`config.mk`:
```
export PLATFORM = sky130hd
export DESIGN_NAME = store_merge_unit
export DESIGN_NICKNAME = d
export VERILOG_FILES = /design/src/rtl/store_merge_unit.sv
export SDC_FILE = /design/constraint.sdc
export NUM_CORES = 1
export LEC_CHECK = 0
export CAP_MARGIN = 20
export CELL_PAD_IN_SITES_DETAIL_PLACEMENT = 2
export CELL_PAD_IN_SITES_GLOBAL_PLACEMENT = 2
export CORE_UTILIZATION = 25
export DETAILED_ROUTE_END_ITERATION = 10
export GPL_TIMING_DRIVEN = 1
export HOLD_SLACK_MARGIN = 0.03
export PLACE_DENSITY = 0.88
export SETUP_SLACK_MARGIN = 0.5
export SLEW_MARGIN = 10
export SYNTH_ARGS = -nofsm -noshare
export SYNTH_HDL_FRONTEND = slang
export SYNTH_SLANG_ARGS = --single-unit
```
`constraint.sdc`:
```
create_clock -name clk -period 2.81 [get_ports clk]
set_clock_uncertainty 0.1 [all_clocks]
set_input_delay 0.843 -clock clk [delete_from_list [all_inputs] [get_ports clk]]
set_output_delay 0.843 -clock clk [all_outputs]
set_load 0.1 [all_outputs]
```
`src/rtl/store_merge_unit.sv`:
```
// Store path: narrows a register value to byte/half/word and writes it to a word-wide memory port.
// Optional macro STORE_BYTE_ENABLE_EN replaces read-modify-write with lane enables and replicated data.
module store_merge_unit #(
    parameter int ADDR_W = 32
) (
    input  logic              clk,
    input  logic              reset,
    input  logic              start,
    input  logic [ADDR_W-1:0] addr,
    input  logic [31:0]       wdata,
    input  logic [1:0]        size,
    output logic              busy,
    output logic              done,
    output logic              err,
    output logic              mem_req,
    output logic              mem_we,
    output logic [ADDR_W-1:0] mem_addr,
    output logic [31:0]       mem_wdata,
    output logic [3:0]        mem_be,
    input  logic [31:0]       mem_rdata,
    input  logic              mem_ack
);

    typedef enum logic [1:0] {IDLE, RD, WR, DONE} state_t;

    localparam logic [1:0] SZ_BYTE = 2'b00;
    localparam logic [1:0] SZ_HALF = 2'b01;
    localparam logic [1:0] SZ_WORD = 2'b10;

    state_t state;
    logic   misaligned;

    // NOTE: always_comb assigns misaligned on every path, so no latch can be inferred.
    always_comb begin
        misaligned = (size == 2'b11)
                  || (size == SZ_HALF && addr[0])
                  || (size == SZ_WORD && addr[1:0] != 2'b00);
    end

`ifdef STORE_BYTE_ENABLE_EN
    function automatic logic [3:0] lane_mask(input logic [1:0] sz, input logic [1:0] off);
        if (sz == SZ_BYTE)
            return 4'b0001 << off;
        return off[1] ? 4'b1100 : 4'b0011;
    endfunction
`else
    logic [31:0] data_q;
    logic [1:0]  size_q;
    logic [1:0]  off_q;

    // Little-endian merge: only the addressed lanes take the new data.
    function automatic logic [31:0] merge_word(input logic [31:0] rdata, input logic [31:0] data,
                                               input logic [1:0] sz, input logic [1:0] off);
        logic [31:0] w;
        w = rdata;
        if (sz == SZ_BYTE)
            w[{off, 3'b000} +: 8] = data[7:0];
        else if (off[1])
            w[31:16] = data[15:0];
        else
            w[15:0] = data[15:0];
        return w;
    endfunction
`endif

    // NOTE: all state uses non-blocking assignments so every register samples pre-edge values.
    always_ff @(posedge clk) begin
        if (reset) begin
            // NOTE: the latched operands are reset too; a dropped transaction leaves no stale data behind.
            state     <= IDLE;
            busy      <= 1'b0;
            done      <= 1'b0;
            err       <= 1'b0;
            mem_req   <= 1'b0;
            mem_we    <= 1'b0;
            mem_addr  <= '0;
            mem_wdata <= '0;
            mem_be    <= 4'b0000;
`ifndef STORE_BYTE_ENABLE_EN
            data_q    <= '0;
            size_q    <= '0;
            off_q     <= '0;
`endif
        end else begin
            done <= 1'b0;
            err  <= 1'b0;
            case (state)
                IDLE: begin
                    if (start) begin
                        if (misaligned) begin
                            err <= 1'b1;
                        end else begin
                            mem_addr <= {addr[ADDR_W-1:2], 2'b00};
                            busy     <= 1'b1;
                            mem_req  <= 1'b1;
                            if (size == SZ_WORD) begin
                                state     <= WR;
                                mem_we    <= 1'b1;
                                mem_wdata <= wdata;
                                mem_be    <= 4'b1111;
                            end else begin
`ifdef STORE_BYTE_ENABLE_EN
                                state     <= WR;
                                mem_we    <= 1'b1;
                                mem_wdata <= (size == SZ_BYTE) ? {4{wdata[7:0]}} : {2{wdata[15:0]}};
                                mem_be    <= lane_mask(size, addr[1:0]);
`else
                                state  <= RD;
                                mem_we <= 1'b0;
                                mem_be <= 4'b0000;
                                data_q <= wdata;
                                size_q <= size;
                                off_q  <= addr[1:0];
`endif
                            end
                        end
                    end
                end
                RD: begin
`ifndef STORE_BYTE_ENABLE_EN
                    if (mem_ack) begin
                        state     <= WR;
                        mem_we    <= 1'b1;
                        mem_wdata <= merge_word(mem_rdata, data_q, size_q, off_q);
                        mem_be    <= 4'b1111;
                    end
`else
                    state <= IDLE;
`endif
                end
                WR: begin
                    if (mem_ack) begin
                        state   <= DONE;
                        mem_req <= 1'b0;
                        mem_we  <= 1'b0;
                        mem_be  <= 4'b0000;
                        done    <= 1'b1;
                    end
                end
                DONE: begin
                    state <= IDLE;
                    busy  <= 1'b0;
                end
                default: begin
                    state   <= IDLE;
                    busy    <= 1'b0;
                    mem_req <= 1'b0;
                end
            endcase
        end
    end

endmodule

```
Yosys cells after proc, flatten, opt, wreduce, memory -nomap -nowiden
Index checks and enable logic that the tools add are counted.
- add/subtract/negate cells: 1
- shifts and indexed selects: 2
- bitwise operators: 5
- muxes and demuxes: 33
- reductions and logical operators: 20
- equality and inequality tests: 11
- operators with widths (kind ; count):
    2-to-1 mux 32 bit ; 5
    case mux 32 bit (2 select lines) ; 1
    bitwise mux 32 bit ; 1
    2-to-1 mux 16 bit ; 2
    variable shift 8 x 7 -> 32 bit, first input constant ; 1
    variable part select 8 x 7 -> 32 bit ; 1
    2-to-1 mux 4 bit ; 5
    case mux 4 bit (3 select lines) ; 1
    AND reduction 4 bit ; 3
    2-to-1 mux 2 bit ; 5
    inequality test 2 bit, second input constant ; 5
    AND reduction 5 bit ; 2
    2-to-1 mux 1 bit ; 9
    equality test 2 bit, second input constant ; 4
    case mux 2 bit (4 select lines) ; 1
    nonzero test 2 bit ; 4
    negation 5 -> 7 bit ; 1
    AND reduction 3 bit ; 2
    inverter 1 bit ; 5
    equality test 2 x 1 -> 1 bit, second input constant ; 2
    zero test 2 bit ; 2
    case mux 1 bit (2 select lines) ; 2
    case mux 1 bit (3 select lines) ; 1
    nonzero test 3 bit ; 1
    other kinds (4) ; 6
- output and inout bits: 73
- word-level logic and storage cells: 84
- input bits: 102
- flip-flop bits (word level): 93

Longest topological paths before layout
Gate-level depths: netlist of run 1.
- depth in word-level cells: 7
- depth in mapped cells: 9
- mapped depth without buffers: 6

Worst setup path before layout of run 1
OpenSTA, ideal clock, no wires.
- path kind: flip-flop to output port
- start: register mem_be[2] (netlist name)
- end: output port mem_be[0]
- data arrival time: 1.427 ns
- stages on the path, launching flop included: 2
- path buffers: 1
- setup slack: 0.440 ns
- required time: 1.867 ns
- cell sequence: dfxtp_1 > buf_4
- RTL lines (item ; line ; text):
    end: declaration ; 19 ; output logic [3:0] mem_be,

Worst setup path after layout of run 1
- start: register off_q[1]
- end: register mem_wdata[8]
- cells in the longest elaborated chain, start to end: 6
- elaborated cells between the ends (all ways): 8
- those cells by class: add/sub: 1; shift: 2; mux: 5
- ends and longest elaborated chain (item ; line ; text):
    start: declaration ; 49 ; logic [1:0] off_q;
    start signal: assignment ; 113 ; off_q <= addr[1:0];
    negation 5 -> 7 bit ; 57 ; w[{off, 3'b000} +: 8] = data[7:0];
    variable part select 8 x 7 -> 32 bit / variable shift 8 x 7 -> 32 bit (equally long branches) ; 57 ;
    bitwise mux 32 bit ; 57 ;
    2-to-1 mux 32 bit (*) ; 56 ; if (sz == SZ_BYTE)
    2-to-1 mux 32 bit (*) ; 121 ; if (mem_ack) begin
    case mux 32 bit (2 select lines) (*) ; 87 ; case (state)
    end signal: assignment ; 99 ; mem_wdata <= wdata;
    end signal: assignment ; 124 ; mem_wdata <= merge_word(mem_rdata, data_q, size_q, off_q);
    end: declaration ; 18 ; output logic [31:0] mem_wdata,
Every way passes the cells marked *; elsewhere a longest branch is shown, timed or not. The select of a mux whose other input is x is not followed.
A chain may end at the register's enable or synchronous reset.

==> results of run 1 <==
## worst max-delay path, stage by stage (launching register included)
cell,delay (ns)
dfxtp_4,0.47
inv_1,0.13
ha_1,0.35
and4b_1,0.35
a221o_1,0.36
a22oi_1,0.29
a21oi_1,0.12
## where the power goes
group | total [W] | switching [W] | internal [W]
Sequential | 0.00168 | 0.000193 | 0.00148
Clock | 0.00123 | 0.000556 | 0.000672
Combinational | 0.00327 | 0.00238 | 0.000884
## flip-flops by register name, indices dropped and copies added, names as in the netlist
| register | flops |
|---|---|
| mem_be | 1 |
| mem_addr | 30 |
| size_q | 2 |
| busy | 1 |
| err | 1 |
| state | 2 |
| mem_wdata | 32 |
| done | 1 |
| mem_req | 1 |
| data_q | 16 |
| off_q | 2 |
## stage by stage
step                TNS (ns)  hold slack [ns]  cell area (µm²)
floorplan                  0            0.344             4760
global placement      -0.481            0.342             6490
detailed placement     -6.28            0.359             6520
CTS                        0            0.368             6980
global route               0            0.400             7010
finish                     0            0.361             7010
## layout make-up
cell class / instances / area [µm²] / area share [%]
Clock buffer: 12 / 267 / 3.80
Timing Repair Buffer: 197 / 1880 / 26.8
Tap cell: 234 / 293 / 4.18
Multi-Input combinational cell: 396 / 2680 / 38.2
Sequential cell: 89 / 1790 / 25.5
Clock inverter: 3 / 23.8 / 0.339
Inverter: 21 / 81.3 / 1.16
## layout by cell type (no fill, tap or decap), drive strengths merged, types with 2 or more instances in the layout
master	synthesis	routed
dlygate4sd2	0	4
mux2i	49	49
o21bai	1	2
dfxtp	89	89
nor4	10	10
nor4bb	2	2
conb	1	2
buf	37	95
or3	2	2
or2	2	2
a22oi	24	24
nand2	71	71
o31ai	40	40
clkinvlp	0	2
bufbuf	0	2
nand2b	3	3
nor3	6	6
a221o	24	24
clkdlybuf4s50	0	94
a21oi	87	87
ha	11	11
a221oi	2	2
inv	20	21
a31oi	8	8
clkbuf	21	14
nor2b	9	9
o21ai	4	4
nor2	25	25
## metal layers
metal	vias up	wire length, µm	track usage [%]
met5	-	0	0
met3	35	1120	4.00
met2	203	11200	40.0
met4	0	443	8.16
met1	2551	9220	27.1
li1	2354	-	-
## cell families after synthesis
logic type,Yosys count,synth area share [%]
mux,49,10.3
buf+inv,79,7.97
simple gates,137,13.7
flops,89,37.5
other cells,1,0.0788
compound gates,196,27.6
fa+ha+maj,11,2.89
## repair_timing
action,in CTS,in global routing
pin swaps,3,1
endpoints found under the setup margin,65,26
buffers inserted,2,1
gates cloned,4,0
resized for setup,18,8
## worst min path at each step
stage	start	end	slack (ns)	depth (start not counted)
finish	mem_addr[29]$_SDFFE_PP0P_	mem_addr[29]$_SDFFE_PP0P_	0.36	2
global route	mem_addr[26]$_SDFFE_PP0P_	mem_addr[26]$_SDFFE_PP0P_	0.40	2
CTS	mem_addr[29]$_SDFFE_PP0P_	mem_addr[29]$_SDFFE_PP0P_	0.37	2
detailed placement	mem_addr[29]$_SDFFE_PP0P_	mem_addr[29]$_SDFFE_PP0P_	0.36	2
global placement	mem_addr[23]$_SDFFE_PP0P_	mem_addr[23]$_SDFFE_PP0P_	0.34	2
floorplan	size_q[1]$_SDFFE_PP0P_	size_q[1]$_SDFFE_PP0P_	0.34	1
## cell usage after synthesis, types with 2 or more instances
library cell	instances	area share (%)
ha_1	11	2.9
clkbuf_1	21	1.7
buf_4	11	1.7
buf_6	3	0.71
a31oi_1	8	1.1
nor4bb_1	2	0.42
or2_1	2	0.26
nor3_1	5	0.53
nor4_1	9	1.2
nor2_1	25	2.0
a22oi_1	24	3.8
nand2b_1	3	0.39
buf_1	8	0.63
mux2i_1	49	10
nand2_1	71	5.6
nor2b_1	9	1.2
a221o_1	24	5.0
o31ai_1	40	6.3
or3_1	2	0.26
dfxtp_1	89	37
o21ai_0	4	0.42
inv_1	19	1.5
a21oi_1	87	9.2
buf_2	15	1.6
==> impl_metrics.ini, run 1 <==
[finish]
area_growth_pct = 47.3
stdcell_count = 952
postLayoutCoreUtil_pct = 37.5
layout-drive-gt1-share_pct = 18.4
nets = 827
antenna_cells = 0
nFillCells = 2030

[routing]
drc = 0
routedWlPerCell_um = 23.1
vias = 5143
ant_nets = 0
finalWirelength_um = 22000
viasPerCell = 5.40
drtPass1Iterations = 4
drt_iter0_markers = 251

[clocking]
clock_path_buffers = 2
cts_buffers = 9
cts-root-buf = clkbuf_16
cts.sinks = 89
cts_hold_buf = 0
tritoncts = yes
htree_levels = 3
clkSlewWorstSetupHoldPaths_ns = 0.07
clk_latency_ns = 0.35

[die]
core_area_um2 = 18700
die_y_um = 140
dieWidth_um = 140
num_io_pins = 175
initial_core_util_pct = 25.4
die_area_um2 = 19600
rows = 50

[timing]
setup_slack_ns = 0.519
max_freq_mhz = 436
report.final.hold_viol_count = 0
worstMarginPinSlew_ns = 0.760
setup_viol = 0
rsz0062_at_grt = true
slew_violations = 0
fin_crit_ns = 2.29
timing.final.crit_share_pct = 81.5
relSlewSlack_pct = 49.3

[setup_path]
path_max_fanout = 12
crit_arrival_ns = 2.42
crit-reg2reg-launch = off_q[1]$_SDFFE_PP0P_
critPathCapture = mem_wdata[8]$_SDFFE_PP0P_
endpoint_kind = flop
path_class = flop to flop
cp_data_required_time_ns = 2.94
reg2reg_depth = 6
worstReg2RegEnd = mem_wdata[8]$_SDFFE_PP0P_
startpoint_type = flop
startpoint = off_q[1]$_SDFFE_PP0P_
reg2reg_slack_ns = 0.52

[placement]
dp_hpwl_um = 14700
gp_congestion = 0.820
dp_slack_ns = -0.266
port_buffers = 172
placed_cells = 929

[synth]
async_flop_share_pct = 0
synth_area_um2 = 4760
yosys_warnings = 0
avgSynthCellArea_um2 = 8.46
synth_edf_count = 0
synth.distinct_cells = 45
synthCells = 562
ys_seq_elements = 89
yosysSeqAreaShare_pct = 37.5
synthFlopType = dfxtp_1

[global_routing]
antenna_found_initial = 0
grt_max_degree = 65
first_global_vias = 5710
gr-total-overflow = 0
grt_use_total_pct = 22.5
grt_pass1_wl_um = 33500

[run_status]
status = finished clean

[worst_hold_path]
hold_class = flop to flop

[power_and_ir_drop]
power.density_nw_per_um2 = 881
power_w = 0.00617
irDropWorstVdd_mv = 0.477
leakagePower_nw = 2.90

[job]
maxCapViolCount = 0
Note: power is estimated with default switching activity, not from simulation.
==> run 2, diff against run 1 <==
CORE_UTILIZATION = 23   (was 25)
PLACE_DENSITY = 0.85   (was 0.88)
clock period = 2.08 ns   (was 2.81 ns; I/O delays follow)
==> run 2 against run 1 <==
The flow now finishes with violations (setup timing). Fmax increased by 5.0%. Count of clock-buffer cells in the layout fell by 2. Sequential cell count unchanged. Final cell count up 15%. Global-route usage increased by 3.6 points. Worst setup slack got worse by 0.62 ns. Utilization grew 14 points. Critical path depth grew 3. Register-to-register slack got worse by 0.62 ns. Sequential share of layout area shrank 6.5 points. Critical path type unchanged. Largest cell class is now buffers.
==> impl_metrics.ini, run 2 (synthesis gave the netlist of run 1 again) <==
[run_status]
status = finished, violations left
violations = setup timing

[routing]
viasPerCell = 5.44
drc = 0
ant_nets = 0
vias = 5978
drt_iter0_markers = 377
drtPass1Iterations = 4
finalWirelength_um = 33600
routedWlPerCell_um = 30.6

[die]
die_area_um2 = 21300
num_io_pins = 175
die_y_um = 146
rows = 52
dieWidth_um = 146
core_area_um2 = 20200
initial_core_util_pct = 23.5

[timing]
setup_slack_ns = -0.102
slew_violations = 0
setup_viol = 6
max_freq_mhz = 458
worstMarginPinSlew_ns = 0.552
report.final.hold_viol_count = 0
fin_crit_ns = 2.18
relSlewSlack_pct = 62.9
timing.final.crit_share_pct = 105
rsz0062_at_grt = true

[placement]
dpl_cell_area_um2 = 7880
gp_congestion = 0.796
port_buffers = 172
dp_hpwl_um = 16500

[global_routing]
grt_pass1_wl_um = 41600
antenna_found_initial = 0
first_global_vias = 6590
grt_use_total_pct = 26.1
gr-total-overflow = 0
grt_max_degree = 65

[clocking]
clkSlewWorstSetupHoldPaths_ns = 0.08
clock_path_buffers = 2
clk_latency_ns = 0.36
htree_levels = 3
cts.sinks = 89
tritoncts = yes
cts_buffers = 9
cts_hold_buf = 0
cts-root-buf = clkbuf_16

[setup_path]
reg2reg_slack_ns = -0.10
critPathCapture = mem_wdata[27]$_SDFFE_PP0P_
path_max_fanout = 4
endpoint_kind = flop
startpoint = off_q[1]$_SDFFE_PP0P_
reg2reg_depth = 9
worstReg2RegEnd = mem_wdata[27]$_SDFFE_PP0P_
cp_data_required_time_ns = 2.19
crit_arrival_ns = 2.29
startpoint_type = flop
crit-reg2reg-launch = off_q[1]$_SDFFE_PP0P_
path_class = flop to flop

[finish]
layout_commonest_cell = clkdlybuf4s50_1
final_area_um2 = 10400
nFillCells = 1928
antenna_cells = 0
top_register = mem_wdata
top_regs = mem_wdata (32), mem_addr (30), data_q (16)
layout-drive-gt1-share_pct = 58.1
largest_reg_flops = 32
nets = 937
final_cell_mix = 94 x clkdlybuf4s50_1, 87 x buf_12, 81 x buf_4, 46 x mux2i_1, 45 x a21oi_2
multi_input_area_um2 = 3740
area_growth_pct = 119
seqCellArea_um2 = 1980

[power_and_ir_drop]
leakagePower_nw = 4.09
power_w = 0.0113
irDropWorstVdd_mv = 0.650
power.density_nw_per_um2 = 1080

[worst_hold_path]
hold_class = flop to flop
min_from = mem_addr[13]$_SDFFE_PP0P_

[job]
maxCapViolCount = 0
## run 2: cell types whose count changed in the layout (fill, tap and decap cells not counted), sizes merged
cell / delta
clkdlybuf4s15: +1
clkinv: +2
clkinvlp: +1
dlygate4sd2: -4
inv: -1
bufbuf: -2
o21bai: -1
bufinv: +1
clkbuf: -3
buf: +117
## run 2: where the power goes
part / internal (W) / total [W] / leakage (nW) / switching (W)
clock: 0.000941 / 0.00177 / 0.139 / 0.000828
sequential: 0.00211 / 0.00259 / 0.769 / 0.000488
combinational: 0.00282 / 0.00695 / 3.18 / 0.00413
total: 0.00586 / 0.0113 / 4.09 / 0.00544
## run 2: worst min-delay path by stage
stage	endpoint	slack, ns	cells after the start
finish	mem_addr[13]$_SDFFE_PP0P_	0.41	2
global route	mem_addr[24]$_SDFFE_PP0P_	0.43	2
CTS	mem_addr[12]$_SDFFE_PP0P_	0.38	2
detailed placement	mem_addr[17]$_SDFFE_PP0P_	0.38	2
global placement	mem_addr[10]$_SDFFE_PP0P_	0.36	2
floorplan	size_q[1]$_SDFFE_PP0P_	0.36	1
## run 2: final cells by class
cell class / instances / area share [%]
inverters: 21 / 1.03
repair buffers: 308 / 38.0
clock inverters: 6 / 0.648
well taps: 270 / 3.24
multi-input cells: 395 / 35.9
flip-flops and latches: 89 / 19.0
clock buffers: 10 / 2.20
## run 2: stage by stage
stage	worst slack [ns]	hold WS, ns	utilization [%]	setup TNS (ns)	instances
6_report	-0.102	0.410	51.5	-0.128	1099
5_1_grt	-0.125	0.429	51.5	-0.211	1099
4_1_cts	0.175	0.384	46.4	0	1056
3_5_place_dp	-0.434	0.376	38.9	-25.44	994
3_3_place_gp	-0.324	0.362	38.9	-20.50	994
2_1_floorplan	0.212	0.358	-	0	563
## run 2: worst max-delay path, stage by stage (launching register included)
cell	delay (ns)
dfxtp_4	0.39
inv_4	0.05
ha_4	0.29
buf_6	0.11
nor4bb_4	0.04
buf_4	0.16
buf_6	0.13
a221o_1	0.29
a22oi_1	0.27
a21oi_1	0.18
## run 2: what timing repair did
item	in CTS	in global routing
pin swaps	81	81
setup endpoints to repair	159	158
gates resized for setup	210	146
buffers inserted	35	42
cloned	11	1
## run 2: routing by layer
| layer | vias up | global-route usage (%) | wire length (µm) |
|---|---|---|---|
| li1 | 2583 | - | - |
| met1 | 3016 | 27.0 | 11600 |
| met2 | 281 | 48.4 | 18500 |
| met3 | 98 | 6.33 | 1770 |
| met4 | 0 | 13.7 | 1740 |
| met5 | - | 0 | 0 |
==> run 3, diff against run 2 <==
REMOVE_ABC_BUFFERS = 1   (was default)
==> run 3 against run 2 <==
Highest routed layer unchanged. Count of clock-buffer cells in the layout is the same. Fmax is 2.5% higher. Hold slack got worse by 0.011 ns. Power fell by 4.4%. The flow still finishes with violations (setup timing). First-iteration DRC count is 25% lower.
==> impl_metrics.ini, run 3 (synthesis gave the netlist of run 1 again) <==
[timing]
whs_ns = 0.398
setup_slack_ns = -0.0487
fin_crit_ns = 2.13
rsz0062_at_grt = true
worstMarginPinSlew_ns = 0.502
max_freq_mhz = 470
timing.final.crit_share_pct = 102
relSlewSlack_pct = 66.5
slew_violations = 0
setup_viol = 9
report.final.hold_viol_count = 0

[die]
num_io_pins = 175
die_area_um2 = 21300
die_y_um = 146
dieWidth_um = 146
initial_core_util_pct = 23.5
rows = 52
core_area_um2 = 20200

[routing]
ant_nets = 0
drtPass1Iterations = 6
drc = 0
viasPerCell = 5.32
drt_iter0_markers = 282
vias = 5811
routedWlPerCell_um = 28.9
finalWirelength_um = 31600

[run_status]
violations = setup timing
status = finished, violations left

[setup_path]
worstReg2RegEnd = mem_wdata[11]$_SDFFE_PP0P_
critPathTopFamily = buffers and inverters
slowest_delay_ns = 0.36
cpMaxStageDelayCell = dfxtp_2
reg2reg_slack_ns = -0.05
crit-reg2reg-launch = state[1]$_SDFFE_PP0P_
startpoint = state[1]$_SDFFE_PP0P_
critPathCapture = mem_wdata[11]$_SDFFE_PP0P_
endpoint_kind = flop
path_max_fanout = 5
reg2reg_depth = 10
path_class = flop to flop
cp.depth = 10
cp_data_required_time_ns = 2.22
worst-path-buf-inv = 5
startpoint_type = flop
crit_arrival_ns = 2.27
path_cells = inv_2 > ha_4 > and2b_2 > nor4_4 > buf_4 > or2_4 > buf_6 > buf_12 > buf_16 > a21oi_1

[power_and_ir_drop]
irDropWorstVdd_mv = 0.591
leakagePower_nw = 4.02
power.density_nw_per_um2 = 1080
power_w = 0.0108

[clocking]
cts.sinks = 89
clkSlewWorstSetupHoldPaths_ns = 0.08
cts-root-buf = clkbuf_16
htree_levels = 3
cts_buffers = 9
cts_hold_buf = 0
clock_path_buffers = 2
clk_latency_ns = 0.37
tritoncts = yes

[job]
maxCapViolCount = 0

[global_routing]
gr-total-overflow = 0
grt_max_degree = 65
grt_use_total_pct = 24.6
grt_pass1_wl_um = 39600
antenna_found_initial = 3
first_global_vias = 6232

[finish]
area_growth_pct = 110
layout_commonest_cell = clkdlybuf4s50_1
top_regs = mem_wdata (32), mem_addr (30), data_q (16)
final_cell_mix = 94 x clkdlybuf4s50_1, 84 x buf_12, 75 x buf_4, 46 x mux2i_1, 45 x nand2_4
largest_reg_flops = 32
layout-drive-gt1-share_pct = 53.5
nFillCells = 1947
top_register = mem_wdata
nets = 928

[worst_hold_path]
hold_class = flop to flop

[placement]
gp_congestion = 0.761
dp_hpwl_um = 14900
port_buffers = 172
[run 3: changes by cell type in the layout (fill, tap and decap cells not counted), moves of 7 or more]
| cell | previous run | this run |
|---|---|---|
| a22oi_1 | 1 | 22 |
| a22oi_2 | 23 | 2 |
| dfxtp_2 | 28 | 35 |
| dfxtp_4 | 43 | 35 |
| nand2_1 | 38 | 19 |
| nand2_4 | 28 | 45 |
| nor4_1 | 1 | 9 |
| o31ai_1 | 21 | 37 |
| o31ai_2 | 12 | 2 |
[run 3: how the worst min path moves through the flow]
stage	start	end	slack (ns)	depth (start not counted)
3_5_place_dp	size_q[1]$_SDFFE_PP0P_	size_q[1]$_SDFFE_PP0P_	0.37	1
2_1_floorplan	size_q[1]$_SDFFE_PP0P_	size_q[1]$_SDFFE_PP0P_	0.34	1
5_1_grt	mem_addr[14]$_SDFFE_PP0P_	mem_addr[14]$_SDFFE_PP0P_	0.41	2
4_1_cts	mem_addr[10]$_SDFFE_PP0P_	mem_addr[10]$_SDFFE_PP0P_	0.39	2
6_report	mem_addr[14]$_SDFFE_PP0P_	mem_addr[14]$_SDFFE_PP0P_	0.40	2
3_3_place_gp	size_q[1]$_SDFFE_PP0P_	size_q[1]$_SDFFE_PP0P_	0.36	1
[run 3: power by group]
group | switching, W | internal, W | total, W
clock network | 0.000860 | 0.000820 | 0.00168
registers | 0.000427 | 0.00208 | 0.00250
logic | 0.00393 | 0.00269 | 0.00662
total | 0.00522 | 0.00559 | 0.0108
[run 3: final cells by class]
class	instances	area, µm²	area share, %
Clock buffer	10	229	2.29
Timing Repair Buffer	299	3870	38.7
Tap cell	270	338	3.38
Antenna cell	2	5.00	0.0500
Clock inverter	6	42.5	0.425
Sequential cell	89	1960	19.6
Multi-Input combinational cell	395	3470	34.7
Inverter	21	83.8	0.838
[run 3: timing repair]
action	CTS	global route
gates resized for setup	244	139
pin swaps	45	65
setup buffers	53	23
gates cloned	10	3
endpoints found under the setup margin	159	158
[run 3: metrics by stage]
stage | std cells | setup TNS, ns | cell area [µm²] | util [%] | worst slack, ns
CTS | 1064 | 0 | 9250 | 45.7 | 0.227
floorplan | 505 | -53.61 | 4460 | - | -2.15
global route | 1090 | -0.217 | 10000 | 49.4 | -0.0590
finish | 1092 | -0.179 | 10000 | 49.4 | -0.0487
global placement | 985 | -21.97 | 7630 | 37.7 | -0.299
detailed placement | 985 | -25.17 | 7630 | 37.7 | -0.379
[run 3: metal layers]
metal	vias to the layer above	share of wire, %	GRT usage [%]
met5	-	0	0
met4	0	3.8	7.89
met3	74	5.1	5.42
met2	245	52	45.3
met1	2926	39	28.0
li1	2566	-	-
[run 3: worst min-delay path, stage by stage, from the launching register on]
cell and delay, ns:
dfxtp_2 0.34, nand2_1 0.07, a21oi_2 0.05
